===== config.mk =====
export PLATFORM = sky130hd
export DESIGN_NAME = memwb
export DESIGN_NICKNAME = d
export VERILOG_FILES = /design/src/rtl/memwb_pkg.sv /design/src/rtl/memwb_load_align.sv /design/src/rtl/memwb.sv
export SDC_FILE = /design/constraint.sdc
export NUM_CORES = 1
export LEC_CHECK = 0
export ABC_CLOCK_PERIOD_IN_PS = 2200
export CORE_ASPECT_RATIO = 1.75
export CORE_UTILIZATION = 44
export CTS_CLUSTER_SIZE = 25
export DETAILED_ROUTE_END_ITERATION = 6
export PLACE_DENSITY = 0.83
export REMOVE_ABC_BUFFERS = 1
export SETUP_SLACK_MARGIN = 0.15
export SYNTH_ARGS = -nofsm -noshare
export SYNTH_HDL_FRONTEND = slang
export SYNTH_SLANG_ARGS = --single-unit

===== constraint.sdc =====
create_clock -name clk -period 2.2 [get_ports clk]
set_input_delay 0.55 -clock clk [delete_from_list [all_inputs] [get_ports clk]]
set_output_delay 0.55 -clock clk [all_outputs]
set_load 0.005 [all_outputs]

===== src/rtl/memwb_pkg.sv =====
// Shared constants for the memory/writeback stage: instruction-class codes,
// load/store funct3 codes and small decode helpers.
package memwb_pkg;

    localparam logic [4:0] RTYPE = 5'd1;
    localparam logic [4:0] ITYPE = 5'd2;
    localparam logic [4:0] STYPE = 5'd3;
    localparam logic [4:0] BTYPE = 5'd4;
    localparam logic [4:0] UTYPE = 5'd5;
    localparam logic [4:0] LTYPE = 5'd6;

    localparam logic [2:0] LB3  = 3'b000;
    localparam logic [2:0] LH3  = 3'b001;
    localparam logic [2:0] LW3  = 3'b010;
    localparam logic [2:0] LBU3 = 3'b100;
    localparam logic [2:0] LHU3 = 3'b101;
    localparam logic [2:0] SB3  = 3'b000;
    localparam logic [2:0] SH3  = 3'b001;
    localparam logic [2:0] SW3  = 3'b010;

    function automatic logic load_f3_ok(input logic [2:0] f3);
        return (f3 == LB3) || (f3 == LH3) || (f3 == LW3) || (f3 == LBU3) || (f3 == LHU3);
    endfunction

    function automatic logic store_f3_ok(input logic [2:0] f3);
        return (f3 == SB3) || (f3 == SH3) || (f3 == SW3);
    endfunction

    // Store funct3 codes share the load encodings for size, so one check serves both.
    function automatic logic misaligned(input logic [2:0] f3, input logic [1:0] off);
        logic r;
        r = 1'b0;
        if (f3 == LH3 || f3 == LHU3)
            r = off[0];
        else if (f3 == LW3)
            r = (off != 2'b00);
        return r;
    endfunction

endpackage


===== src/rtl/memwb_load_align.sv =====
// Load data alignment: selects the addressed byte/halfword of a read word and
// sign- or zero-extends it according to funct3.
module load_align
    import memwb_pkg::*;
(
    input  logic [31:0] rdata,
    input  logic [1:0]  off,
    input  logic [2:0]  funct3,
    output logic [31:0] value
);

    logic [7:0]  byte_sel;
    logic [15:0] half_sel;

    always_comb begin
        byte_sel = rdata[7:0];
        case (off)
            2'd1:    byte_sel = rdata[15:8];
            2'd2:    byte_sel = rdata[23:16];
            2'd3:    byte_sel = rdata[31:24];
            default: byte_sel = rdata[7:0];
        endcase
        half_sel = off[1] ? rdata[31:16] : rdata[15:0];

        value = rdata;
        case (funct3)
            LB3:     value = {{24{byte_sel[7]}}, byte_sel};
            LBU3:    value = {24'h000000, byte_sel};
            LH3:     value = {{16{half_sel[15]}}, half_sel};
            LHU3:    value = {16'h0000, half_sel};
            default: value = rdata;
        endcase
    end

endmodule


===== src/rtl/memwb.sv =====
// Memory access and register writeback stage: captures one instruction on
// stage 4, performs an optional load/store handshake, then writes back.
module memwb
    import memwb_pkg::*;
#(
    parameter int ACK_TIMEOUT = 15
) (
    input  logic        clk,
    input  logic        reset,
    input  logic [2:0]  stage_i,
    input  logic [31:0] ir_i,
    input  logic [4:0]  itype_i,
    input  logic [31:0] y_i,
    input  logic [31:0] pass_i,
    output logic        mem_req_o,
    output logic        mem_we_o,
    output logic [31:0] mem_addr_o,
    output logic [31:0] mem_wdata_o,
    output logic [3:0]  mem_wstrb_o,
    input  logic        mem_ack_i,
    input  logic [31:0] mem_rdata_i,
    output logic        rf_we_o,
    output logic [4:0]  rf_waddr_o,
    output logic [31:0] rf_wdata_o,
    output logic        busy_o,
    output logic        fault_o
);

    typedef enum logic [1:0] {S_IDLE, S_MEM, S_WB, S_DONE} state_t;

    localparam int CNT_W = $clog2(ACK_TIMEOUT + 1);
    localparam logic [CNT_W-1:0] CNT_LAST = CNT_W'(ACK_TIMEOUT - 1);

    state_t          state, state_nx;
    logic [4:0]      rd_q;
    logic [2:0]      f3_q;
    logic [4:0]      itype_q;
    logic [31:0]     y_q;
    logic [31:0]     pass_q;
    logic [31:0]     wb_q;
    logic [CNT_W-1:0] cnt_q;

    logic            capture;
    logic            set_fault;
    logic [2:0]      f3_i;
    logic            f3_ok_i;
    logic            misal_i;
    logic            is_store_q;
    logic            in_mem;
    logic [31:0]     ld_value;

    function automatic logic [3:0] store_strb(input logic [2:0] f3, input logic [1:0] off);
        logic [3:0] s;
        case (f3)
            SB3:     s = 4'b0001 << off;
            SH3:     s = 4'b0011 << off;
            default: s = 4'b1111;
        endcase
        return s;
    endfunction

    function automatic logic [31:0] store_data(input logic [2:0] f3, input logic [31:0] d);
        logic [31:0] w;
        case (f3)
            SB3:     w = {4{d[7:0]}};
            SH3:     w = {2{d[15:0]}};
            default: w = d;
        endcase
        return w;
    endfunction

    assign f3_i    = ir_i[14:12];
    assign f3_ok_i = (itype_i == LTYPE) ? load_f3_ok(f3_i) : store_f3_ok(f3_i);
    assign misal_i = misaligned(f3_i, y_i[1:0]);

    always_comb begin
        state_nx  = state;
        capture   = 1'b0;
        set_fault = 1'b0;
        case (state)
            S_IDLE: begin
                if (stage_i == 3'd4) begin
                    capture = 1'b1;
                    case (itype_i)
                        LTYPE, STYPE: begin
                            if (!f3_ok_i) begin
                                state_nx = S_DONE;
                            end else if (misal_i) begin
                                set_fault = 1'b1;
                                state_nx  = S_DONE;
                            end else begin
                                state_nx = S_MEM;
                            end
                        end
                        RTYPE, ITYPE, UTYPE: state_nx = S_WB;
                        default:             state_nx = S_DONE;
                    endcase
                end
            end
            S_MEM: begin
                if (mem_ack_i) begin
                    state_nx = is_store_q ? S_DONE : S_WB;
                end else if (cnt_q == CNT_LAST) begin
                    set_fault = 1'b1;
                    state_nx  = S_DONE;
                end
            end
            S_WB:    state_nx = S_DONE;
            default: state_nx = S_IDLE;
        endcase
    end

    always_ff @(posedge clk or negedge reset) begin
        if (!reset) begin
            state   <= S_IDLE;
            rd_q    <= '0;
            f3_q    <= '0;
            itype_q <= '0;
            y_q     <= '0;
            pass_q  <= '0;
            wb_q    <= '0;
            cnt_q   <= '0;
            fault_o <= 1'b0;
        end else begin
            state   <= state_nx;
            fault_o <= fault_o | set_fault;
            if (capture) begin
                rd_q    <= ir_i[11:7];
                f3_q    <= f3_i;
                itype_q <= itype_i;
                y_q     <= y_i;
                pass_q  <= pass_i;
                wb_q    <= (itype_i == UTYPE) ? {ir_i[31:12], 12'h000} : y_i;
                cnt_q   <= '0;
            end else if (state == S_MEM) begin
                cnt_q <= cnt_q + 1'b1;
                if (mem_ack_i && !is_store_q)
                    wb_q <= ld_value;
            end
        end
    end

    load_align u_load_align (
        .rdata  (mem_rdata_i),
        .off    (y_q[1:0]),
        .funct3 (f3_q),
        .value  (ld_value)
    );

    // Outputs decode straight from registered state so reset clears them at once.
    assign is_store_q  = (itype_q == STYPE);
    assign in_mem      = (state == S_MEM);
    assign mem_req_o   = in_mem;
    assign mem_we_o    = in_mem && is_store_q;
    assign mem_addr_o  = {y_q[31:2], 2'b00};
    assign mem_wdata_o = store_data(f3_q, pass_q);
    assign mem_wstrb_o = (in_mem && is_store_q) ? store_strb(f3_q, y_q[1:0]) : 4'b0000;
    assign rf_we_o     = (state == S_WB) && (rd_q != 5'd0);
    assign rf_waddr_o  = rd_q;
    assign rf_wdata_o  = wb_q;
    assign busy_o      = (state != S_IDLE);

endmodule


* After elaboration in Yosys (flattened, before gate mapping)
Cells that the tools add are included.
Word-level totals: bits in registers 116, input bits 139, word-level logic and storage cells 88
Operators by class: eq/ne operators 22, reductions and logical operators 21, shifts and indexed selects 2, add/sub/neg operators 1, multiplexer cells 32, bitwise logic cells 1
Operator list (count):
- 32-bit 2-to-1 mux | 4
- 32-bit case mux with 4 select lines | 1
- 32-bit case mux with 2 select lines | 1
- 8-bit case mux with 3 select lines | 1
- 16-bit 2-to-1 mux | 1
- 3-bit equality test (second input constant) | 5
- 5-bit by 2-bit equality test with 1-bit output (second input constant) | 3
- 1-bit 2-to-1 mux | 12
- 4-bit 2-to-1 mux | 3
- 5-bit by 3-bit equality test with 1-bit output (second input constant) | 2
- 2-bit 2-to-1 mux | 5
- 4-bit case mux with 2 select lines | 1
- 2-bit nonzero test | 4
- 2-bit equality test (second input constant) | 3
- 3-bit by 1-bit equality test with 1-bit output (second input constant) | 2
- 3-bit zero test | 2
- 2-bit case mux with 3 select lines | 1
- 5-bit by 1-bit equality test with 1-bit output (second input constant) | 1
- 1-bit logical OR | 5
- 5-bit nonzero test | 1
- 4-bit by 1-bit adder with 4-bit output (second input constant) | 1
- 2-bit by 1-bit equality test with 1-bit output (second input constant) | 2
- 4-bit equality test (second input constant) | 1
- 2-bit case mux with 2 select lines | 1
- 13 further kinds | 16

* Depth between registers and ports, before layout
depth after elaboration 11, gate-level depth with buffers 8, depth with buffers taken out 6

* Hierarchy
A second synthesis with hierarchy kept.
Second synthesis, totals: cells, all modules 776, area total of the unflattened synthesis 6438.7 um^2
By module, submodules not included:
- memwb | times used 1, area each 5770.5 um^2, cells each 665
- load_align | times used 1, area each 668.1 um^2, cells each 111

* Worst setup path after synthesis
No wires, ideal clock.
kind flip-flop to output port, start register f3_q[1], end output port mem_wstrb_o[2], setup slack 144 ps, data arrival time 1506 ps, cell stages (with the launch flop) 8, path through dfrtp_1 -> clkbuf_1 -> nor2_1 -> buf_2 -> clkbuf_1 -> o21ai_0 -> a31oi_1 -> nor2_1
Between the ends: cells in the longest elaborated chain, start to end 3, elaborated cells on any way between the ends 4, those cells by class eq/ne: 1; mux: 2; reduce/logical: 1
Ends and longest elaborated chain:
- start: declaration | line memwb.sv:36 | logic [2:0] f3_q;
- start signal: assignment | line memwb.sv:129 | f3_q <= f3_i;
- 3-bit by 1-bit equality test with 1-bit output / 3-bit zero test (equally long branches) | line memwb.sv:54 | case (f3)
- 4-bit case mux with 2 select lines * | line memwb.sv:54
- 4-bit 2-to-1 mux * | line memwb.sv:157 | assign mem_wstrb_o = (in_mem && is_store_q) ? store_strb(f3_q, y_q[1:0]) : 4'b0000;
- end: declaration | line memwb.sv:19 | output logic [3:0] mem_wstrb_o,
Every way passes the cells marked *; elsewhere a longest branch is shown, timed or not.

* Final worst setup path
start register f3_q[2], end output port mem_wdata_o[16]
Between the ends: cells in the longest elaborated chain, start to end 2, elaborated cells on any way between the ends 3, those cells by class eq/ne: 1; mux: 1; reduce/logical: 1
Ends and longest elaborated chain:
- 3-bit by 1-bit equality test with 1-bit output / 3-bit zero test (equally long branches) | line memwb.sv:64 | case (f3)
- 32-bit case mux with 2 select lines * | line memwb.sv:64
- end: declaration | line memwb.sv:18 | output logic [31:0] mem_wdata_o,
Marked as above.

==> flow_results.xml <==
<?xml version="1.0" encoding="UTF-8"?>
<metrics>
  <group name="outcome">
    <metric name="status" unit="">complete, but fails checks</metric>
    <metric name="violations_in_the_final_reports" unit="">negative setup slack</metric>
  </group>
  <group name="global_routing">
    <metric name="grt.overflow.total" unit="">0</metric>
    <metric name="grtUsageTotal" unit="%">30.4</metric>
    <metric name="grt_first_pass_wirelength" unit="µm">33600</metric>
    <metric name="grt_start_max_net_pins" unit="">83</metric>
    <metric name="number_of_global_route_vias_before_repair" unit="">6747</metric>
    <metric name="grt_antenna_before_repair" unit="">0</metric>
  </group>
  <group name="critical_path">
    <metric name="startpoint_type" unit="">register</metric>
    <metric name="critical_path.max_stage_delay" unit="ns">0.44</metric>
    <metric name="worstPathArrival" unit="ns">1.81</metric>
    <metric name="reg_to_reg_end" unit="">rf_wdata_o[20]$_DFFE_PN0P_</metric>
    <metric name="crit_path_start" unit="">f3_q[2]$_DFFE_PN0P_</metric>
    <metric name="worst_path_dominant_cell_family" unit="">flip-flops</metric>
    <metric name="cp.required" unit="ns">1.65</metric>
    <metric name="capturing_element_type_of_the_critical_path" unit="">primary output</metric>
    <metric name="worst-r2r-setup-slack" unit="ns">0.23</metric>
    <metric name="r2r_start" unit="">y_q[1]$_DFFE_PN0P_</metric>
    <metric name="worst-setup-path-type" unit="">reg2out</metric>
    <metric name="worstPathMaxFanout" unit="">7</metric>
    <metric name="cp_cell_sequence" unit="">nor2_4 -&gt; buf_6 -&gt; buf_12 -&gt; buf_16 -&gt; mux2_4 -&gt; buf_6</metric>
    <metric name="critical_path_buf_inv_count" unit="">4</metric>
    <metric name="r2r_cells" unit="">5</metric>
    <metric name="cpMostUsedCell" unit="">buf_6</metric>
    <metric name="worst_path_max_delay_cell" unit="">dfrtp_2</metric>
  </group>
  <group name="clocking">
    <metric name="clock_tree.htree_level_count" unit="">4</metric>
    <metric name="hold_buffers" unit="">0</metric>
    <metric name="clock-root-buffer" unit="">clkbuf_16</metric>
    <metric name="clkSinkCount" unit="">116</metric>
    <metric name="clock_tree.buffer_depth" unit="">2</metric>
    <metric name="path_clk_slew" unit="ns">0.05</metric>
    <metric name="cts_buffers" unit="">17</metric>
    <metric name="tritoncts" unit="">yes</metric>
    <metric name="clkLatencyLatePin" unit="ns">0.42</metric>
  </group>
  <group name="yosys">
    <metric name="syn_area_per_cell" unit="µm²">8.84</metric>
    <metric name="netlist.area_leader.share" unit="%">47.1</metric>
    <metric name="synth_sequential_area_ratio" unit="%">47.1</metric>
    <metric name="synth-xor-area-share" unit="%">0.426</metric>
    <metric name="synth-compound-area-share" unit="%">13.0</metric>
    <metric name="yosys_register_bits" unit="">116</metric>
    <metric name="synth_enable_flop_cells" unit="">0</metric>
    <metric name="ys_dominant_reg_cell" unit="">dfrtp_1</metric>
    <metric name="synthCells" unit="">697</metric>
    <metric name="synth_adder_area_share" unit="%">1.22</metric>
    <metric name="synth.mux.area_fraction" unit="%">10.1</metric>
    <metric name="mappedNetlistArea" unit="µm²">6160</metric>
    <metric name="yosysUniqueCellTypes" unit="">60</metric>
    <metric name="synth_top_family_by_area" unit="">simple AND/OR/NAND/NOR gates</metric>
    <metric name="simple_gate_area_share_of_the_yosys_netlist" unit="%">22.9</metric>
    <metric name="ys_top_cells_by_area" unit="">dfrtp_1, nand2_1, mux2i_1</metric>
    <metric name="synth_async_sr_flop_share" unit="%">100</metric>
    <metric name="synth.largest_area_cell" unit="">dfrtp_1</metric>
    <metric name="synth-warning-count" unit="">0</metric>
  </group>
  <group name="floorplan">
    <metric name="start_util" unit="%">45.6</metric>
    <metric name="floorplan.io_pins" unit="">249</metric>
    <metric name="rows" unit="">56</metric>
    <metric name="fp.dieH" unit="µm">159</metric>
    <metric name="core_region_area" unit="µm²">13500</metric>
    <metric name="die_w" unit="µm">91.5</metric>
    <metric name="dieArea" unit="µm²">14500</metric>
  </group>
  <group name="timing">
    <metric name="maxSlewHeadroom" unit="%">65.9</metric>
    <metric name="setup_total_negative_slack" unit="ns">-3.10</metric>
    <metric name="period_share" unit="%">107</metric>
    <metric name="timing.final.crit_period" unit="ns">2.36</metric>
    <metric name="setup_viol_count_final" unit="">27</metric>
    <metric name="max_clock_freq" unit="MHz">424</metric>
    <metric name="finalHoldViolCount" unit="">0</metric>
    <metric name="rsz0062_at_grt" unit="">true</metric>
    <metric name="worst_slack" unit="ns">-0.156</metric>
    <metric name="maxSlewViolCount" unit="">0</metric>
    <metric name="worst_clock_skew" unit="ns">0.00681</metric>
    <metric name="tightestPinTransition" unit="ns">0.498</metric>
  </group>
  <group name="finish">
    <metric name="layout.cells.most_common" unit="">nand2_1</metric>
    <metric name="stdcell_count" unit="">1178</metric>
    <metric name="highest_count_cells_in_the_layout_ignoring_fill_and_taps" unit="">nand2_1, clkdlybuf4s50_1, dfrtp_1, buf_4</metric>
    <metric name="layout-drive-gt1-share" unit="%">20.8</metric>
    <metric name="area.sequential" unit="µm²">2910</metric>
    <metric name="areaGrowthSynthToFinish" unit="%">65.7</metric>
    <metric name="num_antenna_cells" unit="">0</metric>
    <metric name="final.fill_count" unit="">891</metric>
    <metric name="area_of_combinational_cells_with_multiple_inputs" unit="µm²">3150</metric>
    <metric name="nNetsFinal" unit="">1137</metric>
  </group>
  <group name="placed_design">
    <metric name="detailedPlace.worstSlack" unit="ns">-0.397</metric>
    <metric name="place.gp.congestion" unit="">0.838</metric>
    <metric name="placement.io_buffers" unit="">239</metric>
    <metric name="dp_hpwl" unit="µm">14900</metric>
    <metric name="dp.cells" unit="">1110</metric>
  </group>
  <group name="routing">
    <metric name="initial_drt_pass_iterations" unit="">5</metric>
    <metric name="vias" unit="">6419</metric>
    <metric name="drc" unit="">0</metric>
    <metric name="drt-total-wl" unit="µm">21900</metric>
    <metric name="final_antenna_net_count" unit="">0</metric>
    <metric name="routedWlPerCell" unit="µm">18.6</metric>
    <metric name="drtIter0Drc" unit="">316</metric>
    <metric name="vias_per_cell" unit="">5.45</metric>
  </group>
  <group name="power">
    <metric name="power_per_cell_area" unit="nW/µm²">1350</metric>
    <metric name="max_rail_drop_vdd" unit="µV">983</metric>
    <metric name="report.power.total" unit="W">0.0138</metric>
    <metric name="p_leak" unit="nW">4.75</metric>
  </group>
  <group name="worst_hold_path">
    <metric name="timing.hold.worst.class" unit="">in2async</metric>
  </group>
  <group name="run">
    <metric name="maxCapViolCount" unit="">0</metric>
  </group>
</metrics>
## report_power, final
part | switching [W] | internal [W]
combinational | 0.00311 | 0.00432
clock | 0.000982 | 0.00154
sequential | 0.000735 | 0.00314
total | 0.00483 | 0.00900
## stage by stage
stage               hold slack [ns]  utilization, %  area, µm²
global route                  0.184            75.5      10200
CTS                           0.180            74.5      10100
global placement              0.452            67.1       9070
finish                        0.140            75.5      10200
detailed placement            0.456            67.1       9070
floorplan                     0.254               -       5900
## worst max path at each step
stage	end	slack, ns	depth (start not counted)
2_1_floorplan	rf_wdata_o[12]$_DFFE_PN0P_	-7.28	6
3_3_place_gp	rf_wdata_o[20]$_DFFE_PN0P_	-0.37	6
3_5_place_dp	rf_wdata_o[30]$_DFFE_PN0P_	-0.40	6
4_1_cts	mem_wdata_o[16]	-0.16	6
5_1_grt	mem_wdata_o[27]	-0.20	8
6_report	mem_wdata_o[16]	-0.16	6
## worst reg2reg max path: stages, from the launching register on
cell and delay [ns]:
dfrtp_2 0.47, mux2_4 0.33, a222oi_1 0.40, o21ai_2 0.18
clkbuf_16 0.20, o32a_1 0.29
## cells in the mapped netlist, drive strengths merged (2+ instances only)
library cell / instances
and3: 16
a31oi: 8
clkbuf: 25
xor2: 2
nor3: 5
inv: 12
a2bb2oi: 4
nor2: 26
o21a: 2
buf: 30
nand3: 4
o22ai: 4
and2: 6
a21o: 2
a221oi: 5
a2111oi: 2
a21oi: 20
o211ai: 7
nor2b: 5
a211oi: 2
nor3b: 7
mux2: 25
dfrtp: 116
o21ai: 26
o221ai: 6
o32a: 16
mux2i: 34
nand2: 248
nand2b: 6
ha: 6
## what timing repair did
action / 4_1_cts / 5_1_grt
setup buffers: 25 / 8
pin swaps: 7 / 20
setup endpoints to repair: 48 / 47
gates resized for setup: 200 / 15
gates cloned: 3 / 1
## flip-flops by register name (all words and copies together), names as in the netlist
signal and count:
cnt_q 4, f3_q 3, fault_o 1, itype_q 5, pass_q 32, rf_waddr_o 5
rf_wdata_o 32, state 2, y_q 32
## area by class of cell
class	instances	area share, %
Clock buffer	23	4.78
Multi-Input combinational cell	514	30.8
Clock inverter	8	0.514
Sequential cell	116	28.5
Timing Repair Buffer	330	32.8
Tap cell	174	2.13
Inverter	13	0.478
## cells by family after synthesis
| logic type | Yosys count |
|---|---|
| other | 1 |
| buffers and inverters | 68 |
| AND/OR/NAND/NOR | 331 |
| multiplexers | 59 |
| flip-flops | 116 |
| AO/OA/AOI/OAI | 113 |
| adder cells (fa/ha/maj) | 6 |
| XOR/XNOR | 3 |
## per-layer routing
| metal | share of wire (%) | GRT usage [%] | vias up |
|---|---|---|---|
| met2 | 54 | 55.5 | 296 |
| met5 | 0 | 0 | - |
| li1 | - | - | 2973 |
| met1 | 34 | 30.6 | 3066 |
| met4 | 6.0 | 20.7 | 0 |
| met3 | 6.2 | 6.97 | 84 |
No activity file was read; power rests on OpenSTA's default activity.
